$ cat config.mk
export PLATFORM = sky130hd
export DESIGN_NAME = saturn_rstk_arbiter
export DESIGN_NICKNAME = d
export VERILOG_FILES = /design/src/rtl/saturn_rstk_arbiter.sv
export SDC_FILE = /design/constraint.sdc
export NUM_CORES = 1
export LEC_CHECK = 0
export BUFFER_PORTS_ARGS = -buffer_cell sky130_fd_sc_hd__buf_2
export CAP_MARGIN = 20
export CORE_ASPECT_RATIO = 1.75
export CORE_MARGIN = 2
export CORE_UTILIZATION = 50
export CTS_CLUSTER_SIZE = 8
export DETAILED_ROUTE_END_ITERATION = 10
export GPL_TIMING_DRIVEN = 0
export MAX_ROUTING_LAYER = met4
export PLACE_DENSITY_LB_ADDON = 0.08
export SYNTH_ARGS = -nofsm -noshare
export SYNTH_HDL_FRONTEND = slang
export SYNTH_SLANG_ARGS = --single-unit
export TNS_END_PERCENT = 1
$ cat constraint.sdc
create_clock -name i_clk -period 8.8 [get_ports i_clk]
set_input_delay 0.88 -clock i_clk [delete_from_list [all_inputs] [get_ports i_clk]]
set_output_delay 0.88 -clock i_clk [all_outputs]
set_load 0.01 [all_outputs]
$ cat src/rtl/saturn_rstk_arbiter.sv
// Return-stack owner: 8x ADDR_W storage, pointer/count, and a 3-port (A, B, debugger) serialising arbiter.
// Latency: ack on the 2nd enabled clock after a request is seen in IDLE; at most one access in flight.
// Backpressure: requests are held until acked; nothing advances while i_clk_en is low, and acks are masked then.
module saturn_rstk_arbiter #(
    parameter int ADDR_W       = 20,
    parameter int STARVE_LIMIT = 3
) (
    input  logic              i_clk,
    input  logic              i_reset_n,
    input  logic              i_clk_en,
    input  logic              i_a_req,
    input  logic              i_a_pop,
    input  logic [ADDR_W-1:0] i_a_data,
    output logic              o_a_ack,
    output logic [ADDR_W-1:0] o_a_data,
    input  logic              i_b_req,
    input  logic              i_b_pop,
    input  logic [ADDR_W-1:0] i_b_data,
    output logic              o_b_ack,
    output logic [ADDR_W-1:0] o_b_data,
    input  logic              i_dbg_req,
    input  logic [2:0]        i_dbg_ptr,
    output logic              o_dbg_ack,
    output logic [ADDR_W-1:0] o_dbg_data,
    output logic [2:0]        o_rstk_ptr,
    output logic [3:0]        o_rstk_count,
    output logic              o_busy,
    output logic              o_overflow,
    output logic              o_underflow
);

    localparam int SW = (STARVE_LIMIT < 1) ? 1 : $clog2(STARVE_LIMIT + 1);
    localparam logic [SW-1:0] STARVE_MAX = SW'(STARVE_LIMIT);

    localparam logic [1:0] ST_INIT = 2'd0;
    localparam logic [1:0] ST_IDLE = 2'd1;
    localparam logic [1:0] ST_EXEC = 2'd2;

    localparam logic [1:0] W_A = 2'd0;
    localparam logic [1:0] W_B = 2'd1;
    localparam logic [1:0] W_D = 2'd2;

    logic [1:0]        state;
    logic [2:0]        init_idx;
    logic [2:0]        ptr;
    logic [3:0]        count;
    logic [SW-1:0]     starve;
    logic [1:0]        win;
    logic              op_pop;
    logic [ADDR_W-1:0] op_data;
    logic [2:0]        dbg_ptr_q;
    logic [ADDR_W-1:0] rstk [8];

    logic a_ack_q, b_ack_q, dbg_ack_q, ovf_q, unf_q;

    logic              gnt_vld;
    logic [1:0]        gnt_win;
    logic [SW-1:0]     starve_nxt;
    logic [2:0]        ptr_inc, ptr_dec;
    logic              empty, full;
    logic [ADDR_W-1:0] pop_dat;
    logic              wr_en;
    logic [2:0]        wr_idx;
    logic [ADDR_W-1:0] wr_dat;

    assign ptr_inc = ptr + 3'd1;
    assign ptr_dec = ptr - 3'd1;
    assign empty   = (count == 4'd0);
    assign full    = (count == 4'd8);
    assign pop_dat = empty ? '0 : rstk[ptr];

    // B jumps the queue once A has won STARVE_LIMIT times in a row over it.
    always_comb begin
        gnt_vld = 1'b0;
        gnt_win = W_A;
        if (i_b_req && starve == STARVE_MAX) begin
            gnt_vld = 1'b1;
            gnt_win = W_B;
        end else if (i_a_req) begin
            gnt_vld = 1'b1;
            gnt_win = W_A;
        end else if (i_b_req) begin
            gnt_vld = 1'b1;
            gnt_win = W_B;
        end else if (i_dbg_req) begin
            gnt_vld = 1'b1;
            gnt_win = W_D;
        end
    end

    always_comb begin
        starve_nxt = starve;
        if (!i_b_req || (gnt_vld && gnt_win == W_B)) begin
            starve_nxt = '0;
        end else if (gnt_vld && gnt_win == W_A && starve != STARVE_MAX) begin
            starve_nxt = starve + 1'b1;
        end
    end

    always_comb begin
        wr_en  = 1'b0;
        wr_idx = init_idx;
        wr_dat = '0;
        if (i_clk_en) begin
            if (state == ST_INIT) begin
                wr_en = 1'b1;
            end else if (state == ST_EXEC && win != W_D) begin
                if (!op_pop) begin
                    wr_en  = 1'b1;
                    wr_idx = ptr_inc;
                    wr_dat = op_data;
                end else if (!empty) begin
                    wr_en  = 1'b1;
                    wr_idx = ptr;
                end
            end
        end
    end

    always_ff @(posedge i_clk) begin
        if (wr_en) begin
            rstk[wr_idx] <= wr_dat;
        end
    end

    always_ff @(posedge i_clk or negedge i_reset_n) begin
        if (!i_reset_n) begin
            state      <= ST_INIT;
            init_idx   <= 3'd0;
            ptr        <= 3'd7;
            count      <= 4'd0;
            starve     <= '0;
            win        <= W_A;
            op_pop     <= 1'b0;
            op_data    <= '0;
            dbg_ptr_q  <= 3'd0;
            a_ack_q    <= 1'b0;
            b_ack_q    <= 1'b0;
            dbg_ack_q  <= 1'b0;
            ovf_q      <= 1'b0;
            unf_q      <= 1'b0;
            o_a_data   <= '0;
            o_b_data   <= '0;
            o_dbg_data <= '0;
        end else if (i_clk_en) begin
            a_ack_q   <= 1'b0;
            b_ack_q   <= 1'b0;
            dbg_ack_q <= 1'b0;
            ovf_q     <= 1'b0;
            unf_q     <= 1'b0;
            case (state)
                ST_INIT: begin
                    init_idx <= init_idx + 3'd1;
                    if (init_idx == 3'd7) begin
                        state <= ST_IDLE;
                    end
                end
                ST_IDLE: begin
                    starve <= starve_nxt;
                    if (gnt_vld) begin
                        win       <= gnt_win;
                        op_pop    <= (gnt_win == W_B) ? i_b_pop : i_a_pop;
                        op_data   <= (gnt_win == W_B) ? i_b_data : i_a_data;
                        dbg_ptr_q <= i_dbg_ptr;
                        state     <= ST_EXEC;
                    end
                end
                ST_EXEC: begin
                    state <= ST_IDLE;
                    if (win == W_D) begin
                        o_dbg_data <= rstk[dbg_ptr_q];
                        dbg_ack_q  <= 1'b1;
                    end else begin
                        if (!op_pop) begin
                            ptr   <= ptr_inc;
                            count <= full ? count : count + 4'd1;
                            ovf_q <= full;
                        end else if (!empty) begin
                            ptr   <= ptr_dec;
                            count <= count - 4'd1;
                        end else begin
                            unf_q <= 1'b1;
                        end
                        if (win == W_A) begin
                            a_ack_q <= 1'b1;
                            if (op_pop) o_a_data <= pop_dat;
                        end else begin
                            b_ack_q <= 1'b1;
                            if (op_pop) o_b_data <= pop_dat;
                        end
                    end
                end
                default: state <= ST_INIT;
            endcase
        end
    end

    // Pulses are registered but masked by the enable so a stalled cycle never shows an ack.
    assign o_a_ack      = a_ack_q & i_clk_en;
    assign o_b_ack      = b_ack_q & i_clk_en;
    assign o_dbg_ack    = dbg_ack_q & i_clk_en;
    assign o_overflow   = ovf_q & i_clk_en;
    assign o_underflow  = unf_q & i_clk_en;
    assign o_rstk_ptr   = ptr;
    assign o_rstk_count = count;
    assign o_busy       = (state != ST_IDLE);

endmodule
==> results of run 1 <==
==> final cells by class <==
class	instances	area (um^2)	area share, %
Sequential cell	265	7436	51.70
Timing Repair Buffer	140	854.6	5.942
Inverter	11	41.29	0.2871
Clock buffer	67	1081	7.516
Multi-Input combinational cell	417	4275	29.73
Buffer	52	291.5	2.027
Clock inverter	2	17.52	0.1218
Tap cell	308	385.4	2.679
==> cell usage after synthesis (all sizes together) (5+ instances only) <==
master,n
mux4,80
clkbuf,17
dfrtp,102
inv,11
edfxtp,160
nor4,5
ha,7
mux2i,61
buf,35
nor2,53
nand2,37
nor3,5
mux2,45
a21oi,27
and3,20
o21ai,35
==> registers in the layout, indices dropped and copies added, names as in the netlist <==
signal and cells:
o_dbg_data 20, rstk 160, o_rstk_count 4, o_b_data 20, init_idx 3, starve 2
a_ack_q 1, o_a_data 20, unf_q 1, b_ack_q 1, dbg_ptr_q 3, state 2
dbg_ack_q 1, op_pop 1, win 2, op_data 20, ovf_q 1, o_rstk_ptr 3
==> worst max-delay path by stage <==
| stage | end | from | cells past startpoint | slack (ns) |
|---|---|---|---|---|
| after floorplan | rstk[4][0] | o_rstk_ptr[1] | 6 | 5.17 |
| after global placement | rstk[4][13] | o_rstk_ptr[1] | 6 | 2.93 |
| after detailed placement | rstk[2][18] | i_clk_en | 8 | 5.28 |
| after CTS | rstk[4][15] | o_rstk_ptr[1] | 8 | 5.29 |
| after global routing | rstk[4][15] | o_rstk_ptr[1] | 8 | 5.12 |
| final | rstk[4][15] | o_rstk_ptr[1] | 8 | 5.27 |
==> layer usage <==
layer | GRT usage (%) | routed length, um | up-vias
met4 | 8.918 | 968 | 0
met1 | 27.31 | 10660 | 3688
li1 | - | - | 3257
met5 | - | 0 | -
met2 | 43.63 | 15840 | 276
met3 | 4.558 | 1641 | 76
==> worst max-delay path: stages, from the launching register on <==
cell      delay [ns]
dfstp_2         0.54
clkbuf_1        0.42
buf_2           0.39
inv_1           0.10
ha_1            0.32
o221ai_2        0.38
nor3b_2         0.57
buf_6           0.25
buf_4           0.24
==> power breakdown <==
group,leakage [uW],switching [uW],internal (uW)
Sequential,0.00287,164,1660
Combinational,0.00266,993,852
Clock,0.000522,518,826
Total,0.00605,1670,3340
==> through the flow <==
step	util [%]	setup slack [ns]	area, um^2	std cells	hold WS [ns]
4_1_cts	60.34	5.286	14380	1262	0.3927
3_3_place_gp	54.60	2.931	13020	1176	0.4578
3_5_place_dp	55.73	5.280	13280	1193	0.4620
6_report	60.34	5.275	14380	1262	0.3850
5_1_grt	60.34	5.124	14380	1262	0.4348
2_1_floorplan	-	5.166	12010	745	0.4423
==> cells by family after synthesis <==
group	count (synthesis)	share of synthesized area, %
XOR/XNOR	8	0.5832
flip-flops	265	61.89
adder cells (fa/ha/maj)	8	0.8956
multiplexers	186	24.36
AO/OA/AOI/OAI	72	3.520
buffers and inverters	63	2.770
AND/OR/NAND/NOR	143	5.978
==> metrics.md, run 1 <==
| Metric | Value |
|---|---|
| Final ANT Viol Nets | `0` |
| Vias | `7297` |
| Clock latency on the worst-skew pair | `0.52 ns` |
| Worst Hold Class | `input port to asynchronous set/reset pin` |
| Ratio of cells with drive above 1 in the final layout | `36.69%` |
| Yosys top cell by area | `edfxtp_1` |
| Share of the synthesized area in the top cell type | `39.99%` |
| Status | `finished, final reports clean` |
| Num CTS Buffers | `39` |
| Pwr dens | `348.6 nW/um^2` |
| R2R Path Start | `o_rstk_ptr[1]` |
| Leak | `0.006049 uW` |
| Endpoints failing hold | `0` |
| Vias per cell | `5.782` |
| Synth Cell Area | `12010 um^2` |
| Mean area per synthesized cell | `16.13 um^2` |
| CORE AREA | `23840 um^2` |
| IO Port Bufs | `123` |
| Critical path type | `flop to flop` |
| Period utilisation layout | `40.06%` |
| CTS resizes | `0` |
| Power Total | `5014 uW` |
| Critical path arrival | `3.73 ns` |
| GRT overflow | `0` |
| Synth unique cells | `46` |
| Die Wd | `121.2 um` |
| Asr flop ratio synth | `39.62%` |
| EDFF count, synth | `160` |
| CTS H-tree lvls | `2` |
| Worst r2r dst | `rstk[4][15]` |
| Achievable Freq | `0.2837 GHz` |
| First-pass GRT wire length | `44880 um` |
| Main synth FF type | `edfxtp_1` |
| Synthesis-to-layout area growth | `19.71%` |
| Worst path required time | `9.01 ns` |
| Starting density of the core | `50.40%` |
| Worst R2R Path Depth | `8` |
| Crit path max fanout | `10` |
| Filler cell count | `1888` |
| Synthesized Nets | `804` |
| Die extent in y | `209.1 um` |
| N_diodes | `0` |
| Synth Register Bits | `265` |
| GRT Resource Usage Total | `24.57%` |
| Min Tclk post-route | `3.525 ns` |
| Vias in the first global route | `7745` |
| Clk sinks | `265` |
| Synth top area cells | `edfxtp_1 40%, dfrtp_1 21%, mux4_2 15%` |
| RSZ-0062 raised after global routing | `false` |
| Detailed Route WL | `29100 um` |
| Crit path capture type | `flop` |
| DR WL/cell | `23.06 um` |
| DRT Pass-1 Iters | `4` |
| Reg-to-reg slack, setup | `5.27 ns` |
| Post-Synthesis Cells | `745` |
| Die ar. | `25330 um^2` |
| First DRT Iteration DRCs | `531` |
| Initial antenna violation count | `0` |
| Reg clk slew, reported paths | `0.05 ns` |
| CTS Root Cell | `clkbuf_16` |
| Detail Placement HPWL | `21280 um` |
| Final GP Congestion | `0.7736` |
| Setup TNS | `0 ns` |
| Num rows | `75` |
| Most frequent cells in the layout | `160 x edfxtp_1, 143 x buf_2, 102 x dfrtp_1` |
| Max Cap Viol | `0` |
| Pin count of the biggest net entering global routing | `60` |
| Most common cell after layout, fill and taps aside | `edfxtp_1` |
| Slew at the pin closest to its max-slew limit | `0.9457 ns` |
| Sequential cell area fraction in the yosys report | `61.89%` |
| Final Skew | `0.02286 ns` |
| CTS tree | `done` |
| Post-CTS Hold Buffers | `0` |
| Clk buf depth | `3` |
| Nets | `985` |
| Residual DRC | `0` |
| # Post-CTS Setup Buffers | `0` |
| Worst slew margin | `36.96%` |
| Synthesis warning total | `0` |
| Final setup viols | `0` |
| Peak supply drop | `0.2062 mV` |
| Boundary pin count | `124` |
| Max-slew violation count | `0` |
| CP startpoint kind | `flop` |
No activity file was read; power rests on OpenSTA's default activity.
==> run 2, diff against run 1 <==
==> constraint.sdc (replaced) <==
create_clock -name i_clk -period 3.5 [get_ports i_clk]
set_input_delay 0.35 -clock i_clk [delete_from_list [all_inputs] [get_ports i_clk]]
set_output_delay 0.35 -clock i_clk [all_outputs]
set_load 0.01 [all_outputs]
==> metrics.md, run 2 (synthesized netlist as in run 1, its figures left out) <==
| Metric | Value |
|---|---|
| Pwr dens | `879.5 nW/um^2 (+150%)` |
| Status | `finished, final reports clean` |
| Clock latency on the worst-skew pair | `0.52 ns (about the same)` |
| Synthesis-to-layout area growth | `19.76% (about the same)` |
| Most frequent cells in the layout | `160 x edfxtp_1, 143 x buf_2, 102 x dfrtp_1` |
| Final GP Congestion | `0.8327 (+7.6%)` |
| Period utilisation layout | `94.53% (+54 points)` |
| Placed cell area | `13240 um^2 (-0.34%)` |
| CP Capture Point | `rstk[4][13]` |
| Reg clk slew, reported paths | `0.05 ns (about the same)` |
| Min Tclk post-route | `3.309 ns (-0.2165 ns)` |
| Detailed Route WL | `29270 um (+0.57%)` |
| Slowest cell delay on critical path | `0.76 ns (+0.19 ns)` |
| DR WL/cell | `23.23 um (+0.73%)` |
| Final Skew | `0.01487 ns (-0.007990 ns)` |
| First-pass GRT wire length | `44540 um (-0.75%)` |
| Peak supply drop | `0.4872 mV (+140%)` |
| # Post-CTS Setup Buffers | `0 (unchanged)` |
| IO Port Bufs | `123 (unchanged)` |
| Worst Path Buf+Inv | `4 (-1)` |
| Die Wd | `121.2 um (unchanged)` |
| Starting density of the core | `50.40% (unchanged)` |
| Die ar. | `25330 um^2 (unchanged)` |
| Boundary pin count | `124 (unchanged)` |
| Slew at the pin closest to its max-slew limit | `1.053 ns (+0.1070 ns)` |
| Max Cap Viol | `0 (unchanged)` |
| Most common cell after layout, fill and taps aside | `edfxtp_1` |
| Final ANT Viol Nets | `0 (unchanged)` |
| Vias per cell | `5.762 (-0.35%)` |
| GRT overflow | `0 (unchanged)` |
| Initial antenna violation count | `0 (unchanged)` |
| Die extent in y | `209.1 um (unchanged)` |
| Leak | `0.006053 uW (about the same)` |
| Worst R2R Path Depth | `7 (-1)` |
| Worst Hold Class | `input port to flop` |
| Nets | `983 (-0.20%)` |
| Worst setup startpoint | `o_rstk_ptr[1]` |
| Clk buf depth | `3 (unchanged)` |
| Num CTS Buffers | `39 (unchanged)` |
| Critical path depth in cells | `7 (-1)` |
| Critical path type | `flop to flop` |
| Residual DRC | `0 (unchanged)` |
| Vias | `7260 (-0.51%)` |
| Endpoints failing hold | `0 (unchanged)` |
| Max-slew violation count | `0 (unchanged)` |
| Crit path max fanout | `11 (+1)` |
| CTS H-tree lvls | `2 (unchanged)` |
| Worst r2r dst | `rstk[4][13]` |
| Number of flip-flops in the largest register | `160 (unchanged)` |
| CP delay by family, top | `buffers and inverters` |
| Pin count of the biggest net entering global routing | `74 (+23%)` |
| Fin area | `14390 um^2 (about the same)` |
| RSZ-0062 raised after global routing | `false` |
| Crit path capture type | `flop` |
| Biggest register | `rstk` |
| Critical Path, Cell by Cell | `clkbuf_2, buf_2, inv_1, ha_1, o221ai_2, nor3b_4, buf_8` |
| DRT Pass-1 Iters | `5 (+1)` |
| Detail Placement HPWL | `21080 um (-0.90%)` |
| CP startpoint kind | `flop` |
| CORE AREA | `23840 um^2 (unchanged)` |
| Achievable Freq | `0.3022 GHz (+6.5%)` |
| Setup TNS | `0 ns (unchanged)` |
| First DRT Iteration DRCs | `445 (-16%)` |
| CTS Root Cell | `clkbuf_16` |
| Clk sinks | `265 (unchanged)` |
| Slowest-stage cell, CP | `nor3b_4` |
| CTS tree | `done` |
| Num rows | `75 (unchanged)` |
| Worst slew margin | `29.82% (-7.1 points)` |
| Final setup viols | `0 (unchanged)` |
| GRT Resource Usage Total | `24.37% (-0.20 points)` |
| R2R Path Start | `o_rstk_ptr[1]` |
| Worst path required time | `3.71 ns (-5.30 ns)` |
| Vias in the first global route | `7841 (+1.2%)` |
| Ratio of cells with drive above 1 in the final layout | `36.76% (+0.077 points)` |
| Reg-to-reg slack, setup | `0.19 ns (-5.08 ns)` |
| Critical path arrival | `3.52 ns (-0.21 ns)` |
| N_diodes | `0 (unchanged)` |
[run 2: changes by cell type in the layout (fill, tap and decap cells not counted)]
cell	previous run	this run
clkbuf_16	39	41
dlygate4sd3_1	0	1
and3b_2	0	1
buf_4	7	6
buf_8	3	6
buf_6	11	8
clkbuf_1	45	43
clkbuf_2	0	1
and3b_1	3	2
nor3b_2	4	3
buf_16	3	1
nor3b_4	0	1
inv_6	1	0
[run 2: area by class of cell]
type | count | area, um^2
inverters | 11 | 41.29
clock inverters | 1 | 8.758
flip-flops and latches | 265 | 7436
fillers | 1879 | 9448
plain buffers | 52 | 292.8
multi-input cells | 417 | 4283
clock buffers | 68 | 1127
well taps | 308 | 385.4
repair buffers | 138 | 813.3
[run 2: per-layer routing]
layer / track usage (%) / up-vias / wire length [um]
met5: - / - / 0
met4: 8.720 / 0 / 928
met3: 3.248 / 63 / 1421
met2: 42.74 / 254 / 15840
met1: 28.58 / 3694 / 11080
li1: - / 3249 / -
[run 2: power by group]
part           internal, uW  leakage [uW]  switching [uW]
Combinational          2120       0.00264            2490
Clock                  2160      0.000541            1280
Sequential             4180       0.00287             421
Total                  8460       0.00605            4190
[run 2: worst min path at each step]
| stage | slack (ns) | to | startpoint | cells past startpoint |
|---|---|---|---|---|
| finish | 0.1 | dbg_ptr_q[1] | i_dbg_ptr[1] | 2 |
| global route | 0.11 | dbg_ptr_q[1] | i_dbg_ptr[1] | 2 |
| CTS | 0.09 | dbg_ptr_q[1] | i_dbg_ptr[1] | 2 |
| detailed placement | 0.34 | o_dbg_data[1] | i_reset_n | 1 |
| global placement | 0.46 | op_data[18] | op_data[18] | 2 |
| floorplan | 0.05 | a_ack_q | i_reset_n | 0 |
[run 2: per-stage QoR]
stage	hold slack (ns)	power, uW	util, %	std cells	setup slack [ns]
after floorplan	0.05441	7702	-	745	-0.1317
after global placement	0.4637	9048	54.62	1176	-2.257
after detailed placement	0.3375	9319	55.54	1190	-0.05112
after CTS	0.08525	12770	60.36	1260	0.1599
after global routing	0.1059	13290	60.36	1260	0.04239
final	0.09944	12650	60.36	1260	0.1915
[run 2: repair_timing]
action                                  4_1_cts  5_1_grt
hold endpoints to repair                     29        0
endpoints found under the setup margin       26        0
hold buffers                                  1        0
gates resized for setup                       2        0
==> run 3, diff against run 2 <==
--- a/config.mk
+++ b/config.mk
@@ -9,7 +9,7 @@
 export CAP_MARGIN = 20
 export CORE_ASPECT_RATIO = 1.75
 export CORE_MARGIN = 2
-export CORE_UTILIZATION = 50
+export CORE_UTILIZATION = 53
 export CTS_CLUSTER_SIZE = 8
 export DETAILED_ROUTE_END_ITERATION = 10
 export GPL_TIMING_DRIVEN = 0
==> constraint.sdc (replaced) <==
create_clock -name i_clk -period 3 [get_ports i_clk]
set_input_delay 0.3 -clock i_clk [delete_from_list [all_inputs] [get_ports i_clk]]
set_output_delay 0.3 -clock i_clk [all_outputs]
set_load 0.01 [all_outputs]
==> metrics.md, run 3 (synthesized netlist as in run 1, its figures left out) <==
| Metric | Value |
|---|---|
| Starting density of the core | `54.21% (+3.8 points)` |
| Endpoints failing hold | `0 (unchanged)` |
| Critical path type | `flop to flop` |
| Most common cell after layout, fill and taps aside | `edfxtp_1` |
| Period utilisation layout | `95.75% (+1.2 points)` |
| Worst R2R Path Depth | `6 (-1)` |
| Synthesis-to-layout area growth | `20.65%` |
| Vias per cell | `5.847 (+1.5%)` |
| Reg-to-reg slack, setup | `0.13 ns (-0.06 ns)` |
| Status | `finished, final reports clean` |
| CP Capture Point | `rstk[5][0]` |
| DR WL/cell | `23.03 um (-0.85%)` |
| Placed cell area | `13270 um^2 (+0.23%)` |
| CTS Root Cell | `clkbuf_16` |
| Fin util | `65.41% (+5.0 points)` |
| PnR worst setup slack | `0.1276 ns (-0.06384 ns)` |
| CP startpoint kind | `flop` |
| Final GP Congestion | `0.8211 (-1.4%)` |
| Num rows | `72 (-4.0%)` |
| Residual DRC | `0 (unchanged)` |
| Final Skew | `0.01615 ns (+0.001284 ns)` |
| Initial antenna violation count | `0 (unchanged)` |
| RSZ-0062 raised after global routing | `false` |
| Max Cap Viol | `0 (unchanged)` |
| DRT Pass-1 Iters | `6 (+1)` |
| Pre-CTS WS | `-0.4179 ns (-0.3668 ns)` |
| Detailed Route WL | `28770 um (-1.7%)` |
| Pin count of the biggest net entering global routing | `74 (unchanged)` |
| Reg clk slew, reported paths | `0.05 ns (about the same)` |
| Worst slew margin | `36.55% (+6.7 points)` |
| CTS H-tree lvls | `2 (unchanged)` |
| Vias | `7303 (+0.59%)` |
| Worst r2r dst | `rstk[5][0]` |
| Filler cell count | `1644 (-13%)` |
| Slew at the pin closest to its max-slew limit | `0.9518 ns (-0.1008 ns)` |
| Fin area | `14500 um^2 (+0.75%)` |
| Final setup viols | `0 (unchanged)` |
| Biggest register | `rstk` |
| Min Tclk post-route | `2.872 ns (-0.4362 ns)` |
| Worst setup startpoint | `o_rstk_ptr[1]` |
| Crit path max fanout | `10 (-1)` |
| Leak | `0.006101 uW (+0.79%)` |
| Pwr dens | `1027 nW/um^2 (+17%)` |
| Clk buf depth | `3 (unchanged)` |
| Most frequent cells in the layout | `160 x edfxtp_1, 143 x buf_2, 102 x dfrtp_1` |
| First DRT Iteration DRCs | `405 (-9.0%)` |
| Achievable Freq | `0.3481 GHz (+15%)` |
| N_diodes | `0 (unchanged)` |
| CTS tree | `done` |
| Die ar. | `23940 um^2 (-5.5%)` |
| Max-slew violation count | `0 (unchanged)` |
| CORE AREA | `22160 um^2 (-7.0%)` |
| Worst Hold Class | `input port to flop` |
| Vias in the first global route | `7899 (+0.74%)` |
| GRT Resource Usage Total | `25.41% (+1.0 points)` |
| Nets | `984 (+0.10%)` |
| Boundary pin count | `124 (unchanged)` |
| Clk sinks | `265 (unchanged)` |
| Critical path arrival | `3.08 ns (-0.44 ns)` |
| GRT overflow | `0 (unchanged)` |
| Detail Placement HPWL | `20820 um (-1.2%)` |
| Peak supply drop | `0.5331 mV (+9.4%)` |
| Die Wd | `117.8 um (-2.8%)` |
| First-pass GRT wire length | `44360 um (-0.40%)` |
| Ratio of cells with drive above 1 in the final layout | `36.94% (+0.17 points)` |
| Crit path capture type | `flop` |
| Clock latency on the worst-skew pair | `0.52 ns (about the same)` |
| Final ANT Viol Nets | `0 (unchanged)` |
| Die extent in y | `203.2 um (-2.8%)` |
| R2R Path Start | `o_rstk_ptr[1]` |
| Number of flip-flops in the largest register | `160 (unchanged)` |
| Num CTS Buffers | `39 (unchanged)` |
| Worst path required time | `3.21 ns (-0.50 ns)` |
| IO Port Bufs | `123 (unchanged)` |
-- run 3: worst max-delay path, cell delays in order, from the launching register on --
cell and delay (ns):
dfstp_2 0.68, buf_2 0.33, inv_1 0.11, ha_1 0.34, o221ai_4 0.38, nor3b_4 0.49
buf_6 0.23
-- run 3: power breakdown --
part	switching (uW)	internal [uW]
registers	517	4870
logic	2930	2560
clock network	1480	2520
total	4940	9960
-- run 3: layout make-up --
cell class | count | area (um^2) | share of cell area, %
clock inverter | 1 | 8.758 | 0.06042
inverter | 11 | 41.29 | 0.2849
clock buffer | 68 | 1127 | 7.777
sequential | 265 | 7436 | 51.30
buffer | 51 | 287.8 | 1.985
tap | 296 | 370.4 | 2.555
multi-input combinational | 417 | 4338 | 29.93
timing repair buffer | 140 | 885.9 | 6.111
-- run 3: routing by layer --
layer  vias to the layer above  part of all wire [%]  track usage (%)
met3                        62                   5.3            3.579
li1                       3253                     -                -
met1                      3694                    37            28.56
met4                         0                   2.6            8.563
met2                       294                    55            46.43
met5                         -                     0                -
-- run 3: worst min path at each step --
stage	from	endpoint	depth (start not counted)
2_1_floorplan	i_reset_n	a_ack_q	0
3_5_place_dp	i_reset_n	o_b_data[3]	1
5_1_grt	i_dbg_ptr[2]	dbg_ptr_q[2]	2
4_1_cts	i_dbg_ptr[2]	dbg_ptr_q[2]	2
6_report	i_dbg_ptr[2]	dbg_ptr_q[2]	2
3_3_place_gp	op_data[18]	op_data[18]	2
-- run 3: timing repair --
item / 4_1_cts / 5_1_grt
resized for setup: 8 / 1
endpoints found under the setup margin: 150 / 16
endpoints found under the hold margin: 29 / 0
hold buffers: 1 / 0
buffers inserted: 2 / 0
-- run 3: per-stage QoR --
stage               cells  total power, uW  TNS [ns]  hold WS (ns)
finish               1249            14890         0       0.04557
global route         1249            15650         0       0.04248
CTS                  1249            15020         0       0.02552
detailed placement   1178            10900    -31.23        0.2848
global placement     1164            10520   -284.09        0.4641
floorplan             745             8985    -51.32      0.004409
